==> src/rtl/mem_model_pkg.sv <==
// Shared types and constants for the L2 backing-memory responder and its data generator.
package mem_model_pkg;

    typedef enum logic [1:0] {
        IDLE = 2'd0,
        BUSY = 2'd1,
        RESP = 2'd2,
        GAP  = 2'd3
    } state_e;

    localparam int          LINE_W       = 512;
    localparam int          WORD_W       = 32;
    localparam int          WORDS        = 16;
    localparam logic [31:0] DEFAULT_SEED = 32'h1ACE_B00C;
    localparam logic [31:0] LFSR_TAPS    = 32'h8020_0003;

    // Galois LFSR, shift-right form: x^32 + x^22 + x^2 + x + 1.
    function automatic logic [31:0] lfsr_next(input logic [31:0] s);
        return s[0] ? ((s >> 1) ^ LFSR_TAPS) : (s >> 1);
    endfunction

endpackage

==> src/rtl/mem_lfsr32.sv <==
// 32-bit Galois LFSR data-generator state; advances one step per asserted step cycle.
module mem_lfsr32
    import mem_model_pkg::*;
#(
    parameter logic [31:0] SEED = DEFAULT_SEED
) (
    input  logic        clk,
    input  logic        rstn,
    input  logic        step,
    output logic [31:0] state_o
);

    logic [31:0] state_q;
    logic [31:0] state_d;

    always_comb begin
        state_d = step ? lfsr_next(state_q) : state_q;
    end

    // NOTE: sequential state uses non-blocking assignments so every flop samples pre-edge values.
    always_ff @(posedge clk or negedge rstn) begin
        if (!rstn) begin
            state_q <= SEED;
        end else begin
            state_q <= state_d;
        end
    end

    assign state_o = state_q;

endmodule

==> src/rtl/l2_backing_mem.sv <==
// Fixed-latency main-memory responder below the L2; reads return a predictable 512-bit line.
// Build option: define MEM_LFSR_DATA_EN for LFSR-based line data, otherwise a read-count pattern.
module l2_backing_mem
    import mem_model_pkg::*;
#(
`ifdef MEM_LFSR_DATA_EN
    parameter logic [31:0] SEED    = DEFAULT_SEED,
`endif
    parameter int unsigned LATENCY = 4
) (
    input  logic              clk,
    input  logic              rstn,
    input  logic              read_L2_MEM,
    input  logic              write_L2_MEM,
    output logic              ready_MEM_L2,
    output logic [LINE_W-1:0] read_data_MEM_L2
);

    localparam logic [7:0] CNT_LOAD = 8'(LATENCY - 1);

    state_e              state_q,  state_d;
    logic [7:0]          cnt_q,    cnt_d;
    logic                op_wr_q,  op_wr_d;
    logic                ready_q,  ready_d;
    logic [LINE_W-1:0]   data_q,   data_d;
    logic [15:0]         rd_cnt_q, rd_cnt_d;
    logic [LINE_W-1:0]   gen_line;

`ifdef MEM_LFSR_DATA_EN
    logic        rd_resp;
    logic [31:0] gen_state;

    assign rd_resp = (state_q == BUSY) && (cnt_q == 8'd0) && !op_wr_q;

    mem_lfsr32 #(
        .SEED (SEED)
    ) u_lfsr (
        .clk     (clk),
        .rstn    (rstn),
        .step    (rd_resp),
        .state_o (gen_state)
    );
`endif

    always_comb begin
        gen_line = '0;
        for (int k = 0; k < WORDS; k++) begin
`ifdef MEM_LFSR_DATA_EN
            gen_line[k*WORD_W +: WORD_W] = gen_state + WORD_W'(k);
`else
            gen_line[k*WORD_W +: WORD_W] = {rd_cnt_q, 8'hD0, 4'h0, 4'(k)};
`endif
        end
    end

    // NOTE: every signal gets its hold value first so no path through the case infers a latch.
    always_comb begin
        state_d  = state_q;
        cnt_d    = cnt_q;
        op_wr_d  = op_wr_q;
        ready_d  = 1'b0;
        data_d   = data_q;
        rd_cnt_d = rd_cnt_q;
        unique case (state_q)
            // The RESP exit edge skips sampling because L2 still holds the finished request;
            // the GAP exit edge samples again, keeping back-to-back spacing at LATENCY+2.
            IDLE, GAP: begin
                if (write_L2_MEM || read_L2_MEM) begin
                    state_d = BUSY;
                    op_wr_d = write_L2_MEM;
                    cnt_d   = CNT_LOAD;
                end else begin
                    state_d = IDLE;
                end
            end
            BUSY: begin
                if (cnt_q == 8'd0) begin
                    state_d = RESP;
                    ready_d = 1'b1;
                    if (!op_wr_q) begin
                        data_d   = gen_line;
                        rd_cnt_d = rd_cnt_q + 16'd1;
                    end
                end else begin
                    cnt_d = cnt_q - 8'd1;
                end
            end
            RESP:    state_d = GAP;
            default: state_d = IDLE;
        endcase
    end

    always_ff @(posedge clk or negedge rstn) begin
        if (!rstn) begin
            state_q  <= IDLE;
            cnt_q    <= 8'd0;
            op_wr_q  <= 1'b0;
            ready_q  <= 1'b0;
            data_q   <= '0;
            rd_cnt_q <= 16'd0;
        end else begin
            state_q  <= state_d;
            cnt_q    <= cnt_d;
            op_wr_q  <= op_wr_d;
            ready_q  <= ready_d;
            data_q   <= data_d;
            rd_cnt_q <= rd_cnt_d;
        end
    end

    assign ready_MEM_L2     = ready_q;
    assign read_data_MEM_L2 = data_q;

endmodule

==> config.mk <==
export PLATFORM = sky130hd
export DESIGN_NAME = l2_backing_mem
export DESIGN_NICKNAME = d
export VERILOG_FILES = /design/src/rtl/mem_model_pkg.sv /design/src/rtl/mem_lfsr32.sv /design/src/rtl/l2_backing_mem.sv
export SDC_FILE = /design/constraint.sdc
export NUM_CORES = 1
export LEC_CHECK = 0
export ABC_CLOCK_PERIOD_IN_PS = 5750
export BUFFER_PORTS_ARGS = -buffer_cell sky130_fd_sc_hd__buf_2
export CAP_MARGIN = 40
export CORE_AREA = 2 2 203 205
export CTS_BUF_LIST = sky130_fd_sc_hd__clkbuf_8 sky130_fd_sc_hd__clkbuf_16
export CTS_CLUSTER_DIAMETER = 150
export DETAILED_ROUTE_END_ITERATION = 8
export DIE_AREA = 0 0 205 207
export SLEW_MARGIN = 20
export SYNTH_ARGS = -nofsm -noshare
export SYNTH_HDL_FRONTEND = slang
export SYNTH_SLANG_ARGS = --single-unit
==> constraint.sdc <==
create_clock -name clk -period 5.75 [get_ports clk]
set_input_delay 0.2875 -clock clk [delete_from_list [all_inputs] [get_ports clk]]
set_output_delay 0.2875 -clock clk [all_outputs]
set_load 0.05 [all_outputs]
==> metrics.txt <==
status finished clean; XOR/XNOR share of the synthesized area 0.0289; sequential cell area fraction in the yosys report 0.196; antenna violations before repair 2; Synth Instances 659; clock transition at the registers of the reported paths 0.06 ns; Final setup viols 0; CTS Hold Bufs 0; RR Endpoint read_data_MEM_L2[509]$_DFFE_PN0P_; Final Hold Viols 0; Clock Tree Buf Depth 2; io pins 517; Detailed Place HPWL 8.07 mm; die span in y 207 um; CP Depth 4; Critical Path RT 5.92 ns; WP buf/inv 1; CP max FO 14; syn avg cell area 8.73 um2; min cycle time layout 2.29 ns; Power per Cell Area 170 mW/mm2; post-synthesis simple-gate area fraction 0.0587; DRC viols 0; via-per-instance ratio 2.55; maximum VDD drop 0.137 mV; Crit. End Element flip-flop; Die ar. 0.0424 mm2; gr usage total 0.0397; Syn Std Cell Area 0.00575 mm2; total grt overflow 0; largest family of logic cells by synthesized area buffers and inverters; P&R area growth vs syn -8.22%; Layout Nets 698; WS Path Type reg -> reg; slowest CP cell or4_4; critical-path cell list or4_4 -> nor3_4 -> buf_6 -> mux2_2; CP startpoint kind flip-flop; Clock Sinks 45; CTS tree done; cts repair resizes 0; r2r startpoint cnt_q[5]$_DFFE_PN0P_; vias in the first global route 2193; Antenna Violating Nets Remaining 0; Static Leakage 3.56 nW; cts bufs inserted 5; core box area 0.0404 mm2; Chip Width 205 um; drt pass-1 iters 4; initial DRC count 98; share of cells above drive strength 1 0.543; warnings from Yosys 0; WL final 9.90 mm; Hold WC Path Type in -> async; CP delay by family, top simple AND/OR/NAND/NOR gates; GPL Wtd Cong 0.642; I/O Buffers 340; r2r setup slk 3.46 ns; fmax 436 MHz; Least-Margin Pin Slew 0.797 ns; WL/cell 8.09 um; mux contribution to synthesized area 0.0368; Max Slew Vio Count 0; period utilization 0.399; Setup TNS 0 ns; RSZ-0062 raised after global routing false; crit path DAT 2.46 ns; worst relative slew slack 0.467; WHS 0.0142 ns; CTS root buf clkbuf_16; via count 3125; setup bufs post-CTS 0; largest net degree at the start of global routing 82; Seq cells post-synth 45; Adder-Cell Fraction of Synth Area 0.0109; Initial Utilization 0.143; Max-Cap Viols 0; post-synthesis compound-gate area fraction 0.0152; Cell Rows 74; first-pass GRT wire length 13.2 mm; Clk Latency, worst-skew pair 0.28 ns; CP max stage delay 0.60 ns; final clock skew 0.00256 ns; H-tree lvl count 2; Worst Reg-to-Reg Cells 4; synth unique cells 37
-- metrics by stage --
stage,area (um2),cells,total power [mW],util,setup slack [ns]
final,5280,1224,0.900,0.131,3.46
after global routing,5280,1223,0.927,0.131,3.35
after CTS,5250,1219,0.903,0.130,3.44
after detailed placement,5080,1211,0.581,0.126,3.42
after global placement,5040,1209,0.578,0.125,3.36
after floorplan,6410,834,0.665,-,3.26
-- cell usage in the layout, fill, tap and decap left out, types with 3 or more instances in the layout --
cell       count
and3_1         3
and4_1         3
buf_2        341
clkbuf_16      5
conb_1       176
dfrtp_1       44
ha_1           5
inv_1          6
mux2_2        17
nand2_1        7
nand3_1        4
nand4_1        5
nor2_1        16
nor4_1         3
xnor2_1       14
xor2_1         5
-- state kept, by name, indices dropped and copies added (netlist names) --
signal / flops
read_data_MEM_L2: 17
state_q: 2
cnt_q: 8
ready_MEM_L2: 1
op_wr_q: 1
rd_cnt_q: 16
-- area by class of cell --
class / count / area [um2]
fill: 4613 / 35100
timing repair buffer: 345 / 1770
multi-input combinational: 287 / 1530
sequential: 45 / 1130
tap: 532 / 666
clock buffer: 5 / 125
clock inverter: 3 / 42.5
inverter: 5 / 18.8
antenna: 2 / 5.00
-- worst register-to-register path, delay by kind of cell, from the launching register on --
kind / cells / cell delay, ns
and+or+nand+nor: 2 / 1.17
buffers and inverters: 1 / 0.25
muxes: 1 / 0.34
DFF: 1 / 0.42
-- how the worst max path moves through the flow --
stage                                                  from                           endpoint  slack [ns]
after floorplan           read_data_MEM_L2[495]$_DFFE_PN0P_              read_data_MEM_L2[108]        3.26
after CTS                              cnt_q[5]$_DFFE_PN0P_  read_data_MEM_L2[500]$_DFFE_PN0P_        3.44
after global routing                 state_q[1]$_DFFE_PN0P_  read_data_MEM_L2[509]$_DFFE_PN0P_        3.35
after detailed placement               cnt_q[5]$_DFFE_PN0P_  read_data_MEM_L2[509]$_DFFE_PN0P_        3.42
final                                  cnt_q[5]$_DFFE_PN0P_  read_data_MEM_L2[509]$_DFFE_PN0P_        3.46
after global placement                 cnt_q[5]$_DFFE_PN0P_  read_data_MEM_L2[506]$_DFFE_PN0P_        3.36
-- logic make-up after synthesis --
logic type / count (synthesis)
AOI/OAI and AO/OA: 11
DFF: 45
other: 1
muxes: 19
adders and majority gates: 5
xor gates and xnor gates: 19
and+or+nand+nor: 57
buffers and inverters: 502
-- where the power goes --
| part | switching [mW] | leakage, nW | internal (mW) | total [mW] |
|---|---|---|---|---|
| sequential | 0 | 0.602 | 0.317 | 0.317 |
| combinational | 0.258 | 2.87 | 0.00271 | 0.261 |
| clock | 0.118 | 0.0852 | 0.204 | 0.322 |
| total | 0.376 | 3.56 | 0.523 | 0.900 |
-- metal layers --
| layer | share of wire | vias to the layer above | GRT usage | routed length [um] |
|---|---|---|---|---|
| li1 | - | 1462 | - | - |
| met1 | 0.37 | 1438 | 0.0452 | 3700 |
| met2 | 0.52 | 217 | 0.0729 | 5170 |
| met3 | 0.092 | 8 | 0.0105 | 912 |
| met4 | 0.013 | 0 | 0.00943 | 129 |
| met5 | 0 | - | 0 | 0 |
-- synth_stat cells --
cell type,n,area (um2)
mux2_2,17,191
nand2_1,7,26.3
buf_6,2,22.5
nor3_1,2,10.0
dfrtp_1,45,1130
a22oi_1,1,7.51
nand4b_1,1,8.76
or2_2,2,12.5
o21ai_0,2,10.0
nor3b_1,2,15.0
a21oi_1,2,10.0
a22o_1,1,8.76
and4_1,3,26.3
a211oi_1,1,7.51
nand4_1,5,31.3
nor3_4,1,16.3
and3_1,3,18.8
nor2_1,16,60.1
ha_1,5,62.6
a21bo_2,1,10.0
and3b_1,1,8.76
inv_1,5,18.8
nor4_1,3,18.8
or4_1,1,7.51
and4b_1,1,10.0
buf_4,495,3720
and4bb_1,1,12.5
xnor2_1,14,123
a2111oi_0,2,17.5
conb_1,1,3.75
or3_1,2,12.5
o41ai_2,1,16.3
nand4bb_1,1,11.3
nand3_1,4,20.0
mux2i_1,2,20.0
or4_4,1,11.3
xor2_1,5,43.8
Note: power is estimated with default switching activity, not from simulation.
